`config.mk`:
```
export PLATFORM = sky130hd
export DESIGN_NAME = ring_rr_arbiter
export DESIGN_NICKNAME = d
export VERILOG_FILES = /design/src/rtl/ring_rr_arbiter.sv
export SDC_FILE = /design/constraint.sdc
export NUM_CORES = 1
export LEC_CHECK = 0
export CAP_MARGIN = 20
export CORE_ASPECT_RATIO = 0.8
export CORE_MARGIN = 5
export CORE_UTILIZATION = 49
export CTS_BUF_LIST = sky130_fd_sc_hd__clkbuf_4
export CTS_CLUSTER_SIZE = 8
export DETAILED_ROUTE_END_ITERATION = 6
export PLACE_DENSITY_LB_ADDON = 0.25
export SLEW_MARGIN = 20
export SYNTH_ARGS = -nofsm -noshare
export SYNTH_HDL_FRONTEND = slang
export SYNTH_SLANG_ARGS = --single-unit
```
`constraint.sdc`:
```
create_clock -name clk -period 2.5 [get_ports clk]
set_input_delay 0.5 -clock clk [delete_from_list [all_inputs] [get_ports clk]]
set_output_delay 0.5 -clock clk [all_outputs]
set_load 0.02 [all_outputs]
```
`src/rtl/ring_rr_arbiter.sv`:
```
// ring_rr_arbiter: round-robin arbiter with a one-hot ring priority pointer, held grants and a forced-release timeout
module ring_rr_arbiter #(
  parameter int N = 4,
  parameter int MAX_HOLD = 8
) (
  input  logic                          clk,
  input  logic                          rst,
  input  logic [N-1:0]                  req,
  input  logic [N-1:0]                  mask,
  input  logic                          done,
  output logic [N-1:0]                  grant,
  output logic                          grant_valid,
  output logic [$clog2(N)-1:0]          grant_id,
  output logic [$clog2(MAX_HOLD+1)-1:0] hold_cnt,
  output logic                          timeout
);
  localparam int IW = $clog2(N);
  localparam int HW = $clog2(MAX_HOLD + 1);
  typedef enum logic {IDLE, GRANT} state_t;
  state_t state, state_n;
  logic [N-1:0] ptr, ptr_n, elig, pick, grant_n;
  logic [IW-1:0] ptr_id, pick_id, j, id_n;
  logic [HW-1:0] hold_n;
  logic found, own, over, rel, timeout_n;
  assign elig = req & mask;
  assign own = |(grant & elig);
  assign over = hold_cnt == HW'(MAX_HOLD);
  assign rel = done | ~own | over;
  assign grant_valid = |grant;
  always_comb begin
    ptr_id = '0;
    for (int i = 0; i < N; i++) if (ptr[i]) ptr_id = IW'(i);
  end
  // first eligible requester at or after the pointer, wrapping around the ring
  always_comb begin
    pick = '0;
    pick_id = '0;
    found = 1'b0;
    j = '0;
    for (int i = 0; i < N; i++) begin
      j = IW'((int'(ptr_id) + i) % N);
      if (!found && elig[j]) begin
        found = 1'b1;
        pick[j] = 1'b1;
        pick_id = j;
      end
    end
  end
  always_comb begin
    state_n = state;
    grant_n = grant;
    id_n = grant_id;
    hold_n = hold_cnt;
    ptr_n = ptr;
    timeout_n = 1'b0;
    if (state == IDLE) begin
      if (found) begin
        state_n = GRANT;
        grant_n = pick;
        id_n = pick_id;
        hold_n = HW'(1);
        ptr_n = {pick[N-2:0], pick[N-1]};
      end
    end else if (rel) begin
      state_n = IDLE;
      grant_n = '0;
      id_n = '0;
      hold_n = '0;
      timeout_n = over & ~done & own;
    end else begin
      hold_n = hold_cnt + HW'(1);
    end
  end
  always_ff @(posedge clk or posedge rst) begin
    if (rst) begin
      state <= IDLE;
      grant <= '0;
      grant_id <= '0;
      hold_cnt <= '0;
      timeout <= 1'b0;
      ptr <= N'(1);
    end else begin
      state <= state_n;
      grant <= grant_n;
      grant_id <= id_n;
      hold_cnt <= hold_n;
      timeout <= timeout_n;
      ptr <= ptr_n;
    end
  end
endmodule

```
==> Yosys cells after proc, flatten, opt, wreduce, memory -nomap -nowiden <==
Cells that the tools add are included.
{ "totals": {"reg_bits": 16, "latch_bits": 0, "ramBits": 0, "rom_bits": 0, "in_bits": 11, "out_inout_bits": 12, "word_cells": 92, "mem_count": 0} }
{ "op_classes": {"addsub": 4, "multipliers": 0, "div": 0, "order_cmp": 8, "n_eq_ne": 2, "shift": 0, "n_mux": 45, "bitwise_logic": 12, "reduce_logical": 15} }
{ "op_table": {"columns": ["operator", "count"], "rows": [
  ["4-bit two-way mux", 10],
  ["1-bit two-way mux", 18],
  ["2-bit two-way mux", 9],
  ["2-bit by 3-bit < comparator with 1-bit output, second input constant", 4],
  ["4-bit bitwise OR", 3],
  ["4-bit AND", 2],
  ["1-bit binary-select mux with 2-bit select", 4],
  ["1-bit demux with 2-bit select", 4],
  ["2-bit by 1-bit >= comparator with 1-bit output, second input constant", 4],
  ["4-bit OR reduction", 2],
  ["1-bit logical AND", 7],
  ["2-bit adder, second input constant", 2],
  ["4-bit by 1-bit adder with 4-bit output, second input constant", 1],
  ["4-bit == test, second input constant", 1],
  ["2-bit AND reduction", 2],
  ["1-bit zero test", 3],
  ["1-bit inverter", 3],
  ["2-bit by 1-bit adder with 2-bit output, second input constant", 1],
  ["1-bit AND", 2],
  ["2-bit by 1-bit inequality test with 1-bit output, second input constant", 1],
  ["1-bit bitwise OR", 2],
  ["2-bit nonzero test", 1]
]} }

==> Logic depth before layout (Yosys ltp) <==
Gate-level depths: netlist (run 1).
{ "logic_depth": {"depth_word": 17, "ltp_mapped": 10, "ltp_nobuf": 9} }

==> Least setup slack after synthesis (run 1) <==
No wires, ideal clock.
{ "synth_timing": {"path_kind": "register to register", "from": "register ptr[3]", "to": "register grant_id[1]", "setup_time_ns": 0.083, "t_arrival_ns": 2.274, "required_time_ns": 2.417, "setup_slack_ns": 0.143, "path_stages_with_launch": 11, "path_buffers": 3, "path_cell_list": "dfrtp_1 -> buf_6 -> or2_1 -> buf_6 -> ha_1 -> clkbuf_1 -> nand3_1 -> mux2_2 -> a222oi_1 -> a211oi_1 -> o21ai_0"} }
{ "synth_via": {"elab_chain_cells": 15, "word_cells_on_any_way": 30, "classes_between": "add/sub: 3; mux: 19; reduce/logical: 8"} }
{ "synth_lines": {"columns": ["element", "line_no", "source"], "rows": [
  ["from (decl)", "21", "logic [N-1:0] ptr, ptr_n, elig, pick, grant_n;"],
  ["from (signal assigned)", "88", "ptr <= ptr_n;"],
  ["2-bit two-way mux (*)", "32", "for (int i = 0; i < N; i++) if (ptr[i]) ptr_id = IW'(i);"],
  ["parallel branches: the longest is 14 deep, another holds 2-bit by 1-bit adder with 2-bit output", null, null],
  ["to (signal assigned)", "85", "grant_id <= id_n;"],
  ["to (decl)", "13", "output logic [$clog2(N)-1:0] grant_id,"]
]} }
Every way passes the cells marked *. The select of a mux whose other input is x is not followed.
A chain may end at the register's enable or synchronous reset.

==> Worst setup path after layout (run 1) <==
{ "layout_timing": {"from": "register ptr[3]", "to": "register grant[0]"} }
{ "layout_via": {"elab_chain_cells": 15, "word_cells_on_any_way": 53, "classes_between": "add/sub: 3; order compare: 8; mux: 27; bitwise: 3; reduce/logical: 12"} }
{ "layout_lines": {"columns": ["element", "line_no", "source"], "rows": [
  ["2-bit two-way mux (*)", "32", null],
  ["parallel branches: the longest is 14 deep, another holds 2-bit by 3-bit < comparator with 1-bit output", null, null],
  ["to (signal assigned)", "84", "grant <= grant_n;"],
  ["to (decl)", "11", "output logic [N-1:0] grant,"]
]} }
Marks and branches as above.

==> results of run 1 <==
-- power by group through the flow --
stage | registers, W | logic (W) | clock network [W]
6_report | 0.000395 | 0.00140 | 0.000147
5_1_grt | 0.000404 | 0.00150 | 0.000159
4_1_cts | 0.000391 | 0.00136 | 0.000150
3_5_place_dp | 0.000396 | 0.00136 | 0
3_3_place_gp | 0.000391 | 0.00133 | 0
2_1_floorplan | 0.000417 | 0.000768 | 0
-- layout make-up --
class	count	area share, %
multi-input combinational	133	48.4
timing repair buffer	51	24.5
sequential	15	21.0
tap	36	2.52
inverter	8	1.96
clock buffer	4	1.68
-- placed cells by master (no fill, tap or decap), drive strengths merged, types with 2 or more instances in the layout --
master	count
buf	29
nand2	25
clkdlybuf4s50	22
dfrtp	15
o21ai	12
nand3	8
a21oi	8
ha	8
inv	7
and2	6
o211ai	6
a211oi	5
nand4	5
nor2	5
nor4	5
nor3	4
a31oi	4
clkbuf	4
nor2b	3
nand2b	3
a22oi	2
o2111ai	2
a32o	2
o311ai	2
and3	2
-- final timing paths --
| kind | end | slack [ns] | depth (start not counted) |
|---|---|---|---|
| worst max-delay path | grant[0]$_DFFE_PP0P_ | 0.07 | 8 |
| worst min register to register | grant_id[0]$_DFFE_PP0P_ | 0.51 | 2 |
| worst max register to register | grant[0]$_DFFE_PP0P_ | 0.07 | 8 |
| min in group asynchronous | timeout$_DFF_PP0_ | 0.59 | 2 |
| worst min-delay path | grant_id[0]$_DFFE_PP0P_ | 0.51 | 2 |
| max in group asynchronous | hold_cnt[2]$_DFFE_PP0P_ | 1.53 | 2 |
-- timing repair --
item	4_1_cts	5_1_grt
resized for setup	0	2
hold buffers	0	0
hold endpoints to repair	0	0
setup buffers	0	0
endpoints found under the setup margin	0	2
-- sequential cells by signal, indices dropped and copies added, names as in the netlist --
register / cells
timeout: 1
grant: 4
hold_cnt: 4
state: 1
ptr: 3
grant_id: 2
-- worst max-delay path, cell delays in order, from the launching register on --
cell     delay, ns
dfrtp_1       0.45
or2_1         0.27
ha_1          0.43
nand3_1       0.18
mux2i_2       0.26
nor4_1        0.11
nor4_2        0.40
buf_4         0.18
nand2_1       0.05
-- per-layer routing --
layer	track usage [%]	wire length, µm	part of all wire (%)
met3	5.79	487	11
met1	34.6	1900	45
met2	31.6	1740	41
met4	7.08	121	2.8
met5	0	0	0
-- kinds of logic (layout without fill, tap and decap cells) --
kind of cell,after synthesis,after routing
simple gates,69,69
compound gates,53,53
flops,15,15
buf+inv,15,63
fa+ha+maj,8,8
mux,2,2
xor+xnor,1,1
-- stage by stage --
stage / area, µm² / total power (W) / hold WS, ns / setup TNS (ns)
2_1_floorplan: 1320 / 0.00118 / 0.401 / 0
3_3_place_gp: 1750 / 0.00172 / 0.473 / -0.169
3_5_place_dp: 1750 / 0.00175 / 0.498 / -0.501
4_1_cts: 1780 / 0.00190 / 0.523 / 0
5_1_grt: 1790 / 0.00207 / 0.579 / 0
6_report: 1790 / 0.00195 / 0.515 / 0
==> reports/summary.txt, run 1 <==
Outcome: completed
Sequential cell area: 375 µm²
Die ar.: 3840 µm²
Die Wd: 68.0 µm
Primary FF master, synth: dfrtp_1
Worst setup startpoint: ptr[3]$_DFFE_PP0P_
Clock transition at path regs: 0.09 ns
Clock sinks: 15
Max cap viols: 0
Internal power: 0.00102 W
Core area: 2520 µm²
Fraction of synthesized area in multiplexers: 1.61%
Inserted Clock Buffers: 3
Period utilization: 97.4%
Post-synthesis cell area: 1320 µm²
Max-slew violations: 0
Least-Margin Pin Slew: 0.588 ns
Initial core utilization: 52.3%
WS Path Type: reg2reg
Final WS setup: 0.0661 ns
1st-iter DRT viols: 244
Switching portion of total power: 47.5%
All-Layer GR Usage: 23.0%
Vias after detailed routing: 1553
RSZ-0062 raised after global routing: no
Finished Core Util: 71.0%
Die Ht: 56.4 µm
Final hold vios: 0
Hpwl dp: 3330 µm
Multi-input gate area: 867 µm²
Yosys warning count: 0
Post-synthesis simple-gate area fraction: 27.5%
XOR/XNOR share of the synthesized area: 0.664%
Crit. End Element: flip-flop
Drt pass-1 iters: 5
Slew headroom: 60.7%
Avg WL per Cell: 17.2 µm
# setup viols final: 0
NumNets Final: 231
Placed cells: 243
Crit path required time: 2.68 ns
Synth area leader: dfrtp_1
Vias in the first global route: 1401
Worst hold path startpoint: grant_id[0]$_DFFE_PP0P_
Root buffer selected by CTS: clkbuf_4
Avg Cell Area, Syn: 8.10 µm²
# DRC: 0
Fin crit period: 2.43 ns
Most common cell in the synthesized netlist: nand2_1
Library cells used by synthesis: 47
Synthesized flop and latch total: 15
Sw power: 0.000924 W
CP max FO: 7
Synth-to-layout area growth: 35.6%
Setup Skew: 0.00548 ns
CTS Buffer Depth: 2
Post-Synth Adder-Cell Area: 7.58%
# rows: 16
DP Worst Slack: -0.172 ns
Post-Route WL: 4250 µm
Synth top area share: 28.4%
Syn Nets: 182
FMAX: 411 MHz
I/O Pins: 23
Critical Path Start Type: flip-flop
Vias per inst: 6.29
Seq pwr share: 20.3%
Filler cells: 206
Logic pwr share: 72.1%
Compound-Gate Fraction of Synth Area: 27.6%
Port buffer count: 22
Largest family of logic cells by synthesized area: compound AO/OA/AOI/OAI gates
CP arrival: 2.61 ns
Layout cells sized above 1: 20.9%
H-tree depth: 1
PwrDens: 1090 nW/µm²
Ys async rst share: 100%
Maximum vdd ir drop: 721 µV
Clock latency at the later pin of the worst-skew pair: 0.28 ns
Gate Count Post-Synth: 163
Final Instance Count excl. Fillers: 247
R2r startpoint: ptr[3]$_DFFE_PP0P_
Post-route ant nets: 0
EDFF count, synth: 0
Most common library cells after synthesis: nand2_1 (24), dfrtp_1 (15), o21ai_0 (12)
GPL Wtd Cong: 0.984
Cell leakage power: 0.763 nW
N_diodes: 0
HP Class: reg2reg
Largest net degree at the start of global routing: 16
Register area share after synthesis: 28.4%
Clk network pwr share: 7.6%
CTS tree: yes
Gr ovfl total: 0
Ranking of synthesized cells by area: dfrtp_1 (28%), ha_1 (7.6%), nand2_1 (6.8%)
Initial antenna violation count: 0
First-pass GRT wire length: 6800 µm
No activity file was read; power rests on OpenSTA's default activity.
==> inputs of run 2 (changes only) <==
CORE_UTILIZATION = 45   (was 49)
==> run 2 against run 1 <==
- clock skew down 0.0033 ns
- via count down 2.8%
- non-clock buffer count down 1
- critical endpoint unchanged
- global-route usage down 2.0 points
- clock power down 3%
==> reports/summary.txt, run 2 (same netlist as run 1, synthesis figures left out) <==
Outcome: completed (unchanged)
All-Layer GR Usage: 20.9% (was 23.0%)
Clock latency at the later pin of the worst-skew pair: 0.28 ns (about the same)
HP Class: reg2reg (unchanged)
Setup Skew: 0.00214 ns (was 0.00548 ns)
Vias after detailed routing: 1509 (was 1553)
GPL Wtd Cong: 1.01 (was 0.984)
1st-iter DRT viols: 188 (was 244)
RR Endpoint: grant[0]$_DFFE_PP0P_ (unchanged)
Vias in the first global route: 1383 (was 1401)
Die ar.: 4120 µm² (was 3840 µm²)
Fin crit period: 2.41 ns (was 2.43 ns)
Port buffer count: 22 (unchanged)
I/O Pins: 23 (unchanged)
Crit. End Element: flip-flop (unchanged)
FMAX: 415 MHz (was 411 MHz)
R2r startpoint: ptr[2]$_DFFE_PP0P_ (was ptr[3]$_DFFE_PP0P_)
H-tree depth: 1 (unchanged)
N_diodes: 0 (unchanged)
Drt pass-1 iters: 6 (was 5)
Crit path required time: 2.67 ns (was 2.68 ns)
R2R Setup Slk: 0.09 ns (was 0.07 ns)
Die Wd: 70.6 µm (was 68.0 µm)
Min Hold Slack: 0.494 ns (was 0.515 ns)
Post-route ant nets: 0 (unchanged)
Layout cells sized above 1: 20.5% (was 20.9%)
Synth-to-layout area growth: 35.4% (was 35.6%)
Initial antenna violation count: 0 (unchanged)
Largest net degree at the start of global routing: 16 (unchanged)
NumNets Final: 230 (was 231)
Cell leakage power: 0.752 nW (was 0.763 nW)
# DRC: 0 (unchanged)
Die Ht: 58.4 µm (was 56.4 µm)
Biggest regs: grant: 4 flops, hold_cnt: 4 flops, ptr: 3 flops (unchanged)
WS Path Type: reg2reg (unchanged)
Max-slew violations: 0 (unchanged)
Clock transition at path regs: 0.09 ns (about the same)
Period utilization: 96.4% (was 97.4%)
Initial core utilization: 47.4% (was 52.3%)
Hold Buf Count CTS: 0 (unchanged)
CTS Buffer Depth: 2 (unchanged)
Critical Path Start Type: flip-flop (unchanged)
Final hold vios: 0 (unchanged)
Least-Margin Pin Slew: 0.557 ns (was 0.588 ns)
Gr ovfl total: 0 (unchanged)
Post-Route WL: 4140 µm (was 4250 µm)
Core area: 2790 µm² (was 2520 µm²)
CP max FO: 10 (was 7)
RSZ-0062 raised after global routing: no (unchanged)
Inserted Clock Buffers: 3 (unchanged)
Clock sinks: 15 (unchanged)
Most frequent cells in the layout: buf_4 (28), nand2_1 (24), clkdlybuf4s50_1 (22) (was buf_4 (29), nand2_1 (24), clkdlybuf4s50_1 (22))
Avg WL per Cell: 16.7 µm (was 17.2 µm)
CTS tree: yes (unchanged)
Pwr Total: 0.00189 W (was 0.00195 W)
PwrDens: 1060 nW/µm² (was 1090 nW/µm²)
# setup viols final: 0 (unchanged)
Setup TNS: 0 ns (unchanged)
Maximum vdd ir drop: 751 µV (was 721 µV)
Commonest non-fill, non-tap cell in the layout: buf_4 (unchanged)
Hpwl dp: 3390 µm (was 3330 µm)
Worst hold path startpoint: grant_id[0]$_DFFE_PP0P_ (unchanged)
CP arrival: 2.58 ns (was 2.61 ns)
Root buffer selected by CTS: clkbuf_4 (unchanged)
Finished Core Util: 64.1% (was 71.0%)
Vias per inst: 6.08 (was 6.29)
Slew headroom: 62.8% (was 60.7%)
First-pass GRT wire length: 6890 µm (was 6800 µm)
Hold path cells: 2 (unchanged)
R2r worst-path depth: 9 (was 8)
Max cap viols: 0 (unchanged)
Worst hold endpoint: grant_id[0]$_DFFE_PP0P_ (unchanged)
# rows: 17 (was 16)
Postcts setup bufs: 0 (unchanged)
[run 2: routing by layer]
layer	GRT usage (%)	wire length, µm
met5	0	0
met2	32.1	1870
met1	30.9	1900
met4	4.83	26
met3	3.58	351
[run 2: final cells by class]
class / instances / area (µm²)
fillers: 225 / 1000
multi-input cells: 133 / 870
repair buffers: 50 / 430
flip-flops and latches: 15 / 377
well taps: 38 / 47.5
inverters: 8 / 35.0
clock buffers: 3 / 22.5
clock inverters: 1 / 5.00
[run 2: timing repair]
item,CTS,global route
setup endpoints to repair,0,7
hold endpoints to repair,0,0
resized for setup,0,3
[run 2: metrics by stage]
stage	cell area (µm²)	setup slack [ns]	std cells
6_report	1790	0.0888	248
3_3_place_gp	1750	0.0295	244
4_1_cts	1770	0.0872	248
5_1_grt	1790	0.0146	248
2_1_floorplan	1320	0.143	163
3_5_place_dp	1750	-0.0736	244
[run 2: power breakdown]
group | internal [W] | switching (W)
combinational | 0.000598 | 0.000752
sequential | 0.000311 | 0.0000894
clock | 0.0000594 | 0.0000823
total | 0.000968 | 0.000924
[run 2: worst max-delay path: stages (launching register included)]
cell      delay [ns]
dfrtp_2         0.46
nand2b_4        0.17
nand2_4         0.08
buf_4           0.18
inv_2           0.10
o31a_1          0.42
buf_4           0.18
a32o_1          0.20
nor4_1          0.39
nand2_1         0.10
[run 2: worst max path at each step]
stage,from,to,slack [ns],cells after the start
final,ptr[2]$_DFFE_PP0P_,grant[0]$_DFFE_PP0P_,0.09,9
after global routing,ptr[2]$_DFFE_PP0P_,ptr[2]$_DFFE_PP0P_,0.01,8
after CTS,ptr[2]$_DFFE_PP0P_,grant_id[1]$_DFFE_PP0P_,0.09,7
after detailed placement,req[1],ptr[2]$_DFFE_PP0P_,-0.07,7
after global placement,req[1],grant[1]$_DFFE_PP0P_,0.03,7
after floorplan,ptr[3]$_DFFE_PP0P_,grant_id[1]$_DFFE_PP0P_,0.14,10
==> variant: new RTL, flow settings as in run 1 <==
Set the parameter `MAX_HOLD` to 16 (it was 8).
--- a/src/rtl/ring_rr_arbiter.sv
+++ b/src/rtl/ring_rr_arbiter.sv
@@ -1,7 +1,7 @@
 // ring_rr_arbiter: round-robin arbiter with a one-hot ring priority pointer, held grants and a forced-release timeout
 module ring_rr_arbiter #(
   parameter int N = 4,
-  parameter int MAX_HOLD = 8
+  parameter int MAX_HOLD = 16
 ) (
   input  logic                          clk,
   input  logic                          rst,
Ports: changed (resized hold_cnt); port bits go from 23 to 24. The function was not compared with the original's and may differ.
==> variant against run 1 <==
- setup slack improved by 0.0056 ns
- clock power decreased by 7%
- wire length decreased by 0.59%
- total power increased by 14%
- hold slack got worse by 0.00060 ns
- synthesized area increased by 3.8%
- via count decreased by 6.8%
- sequential cell count increased by 1
- cell area increased by 5.2%
==> variant: results <==
set metrics [dict create \
    status "finished clean" \
    hold_depth 1 \
    ys_seq_area_share_pct 29.2 \
    drt-total-wl_mm 4.22 \
    insertion_delay_ns 0.29 \
    worstPathArrival_ns 2.61 \
    slowest_delay_ns 0.47 \
    cp_top_family "simple AND/OR/NAND/NOR gates" \
    synth.area.top_cells "dfrtp_1, ha_1, inv_1" \
    cts_inserted_buffers 3 \
    antenna_found_initial 0 \
    via_count 1447 \
    cp_slowest_cell "dfrtp_2" \
    finalMaxSlewViolations 0 \
    p_leak_nw 0.853 \
    skew_ns 0.00589 \
    place_congestion 0.944 \
    hold_class "register to register" \
    top_regs "hold_cnt (5), grant (4), ptr (3)" \
    overflow 0 \
    track_usage_pct 20.0 \
    drc 0 \
    root_buffer "clkbuf_4" \
    drtIter0Drc 124 \
    grt_pass1_wl_mm 6.47 \
    grt_max_degree 17 \
    reg2reg_depth 7 \
    slew_headroom_pct 61.4 \
    path_max_fanout 6 \
    n_fill_cell 223 \
    vdd_drop_max_mv 0.600 \
    cts_buffer_depth 2 \
    cts_max_level 1 \
    synth_nets 175 \
    synth_async_sr_flop_share_pct 100 \
    synth_common_cells "dfrtp_1, inv_1, nand2_1" \
    yosysUniqueCellTypes 53 \
    antennaDiodeCount 0 \
    dr.pass1.iters 4 \
    synth_warnings 0 \
    drive_gt1_share_pct 22.5 \
    port_buffers 23 \
    dp_hpwl_mm 3.27 \
    clk_pin_slew_worst_paths_ns 0.09 \
    placed_cell_area_mm2 0.00182 \
    setup_viol 0 \
    nets 222 \
]
variant: final cells by class:
class / count / area, um2 / share of cell area (%)
clock buffers: 3 / 22.5 / 1.20
well taps: 38 / 47.5 / 2.52
flip-flops and latches: 16 / 402 / 21.3
inverters: 17 / 66.3 / 3.52
multi-input cells: 116 / 932 / 49.5
clock inverters: 1 / 3.75 / 0.199
repair buffers: 47 / 410 / 21.8
variant: final timing paths:
check | slack, ns | start | to
max reg2reg | 0.07 | ptr[3] | grant_id[1]
max | 0.07 | ptr[3] | grant_id[1]
min in group asynchronous | 0.56 | rst | timeout
min | 0.51 | grant_id[0] | grant_id[0]
max in group asynchronous | 1.53 | rst | ptr[3]
min reg2reg | 0.51 | grant_id[0] | grant_id[0]
variant: routing by layer:
metal	GRT usage, %	vias up	part of all wire, %
met3	6.16	14	8.9
li1	-	663	-
met5	0	-	0
met4	1.67	0	1.7
met1	27.5	685	44
met2	32.3	85	46
variant: through the flow:
stage	hold slack (ns)	setup WS, ns	util (%)	power, mW	std cells
after floorplan	0.414	0.00759	-	1.48	154
after global placement	0.483	-0.0128	66.9	1.94	233
after detailed placement	0.490	-0.0724	66.9	1.98	233
after CTS	0.513	0.0873	67.8	2.12	237
after global routing	0.534	-0.00900	69.2	2.35	238
final	0.514	0.0717	69.2	2.22	238
variant: cells by family (layout without fill, tap and decap cells):
kind of cell             Yosys count  in the layout  share of synthesized area, %
XOR/XNOR                           2              2                          1.28
multiplexers                       5              5                          4.57
adder cells (fa/ha/maj)           10             10                          9.13
AND/OR/NAND/NOR                   49             49                          20.5
AO/OA/AOI/OAI                     50             50                          28.4
flip-flops                        16             16                          29.2
buffers and inverters             22             68                          6.94
variant: power breakdown:
group / leakage, nW / switching, mW / internal (mW)
Sequential: 0.210 / 0.0687 / 0.328
Clock: 0.0154 / 0.0780 / 0.0581
Combinational: 0.627 / 0.901 / 0.784
variant: what timing repair did:
item,4_1_cts,5_1_grt
hold buffers,0,0
endpoints found under the hold margin,0,0
endpoints found under the setup margin,0,5
setup buffers,0,1
gates resized for setup,0,3
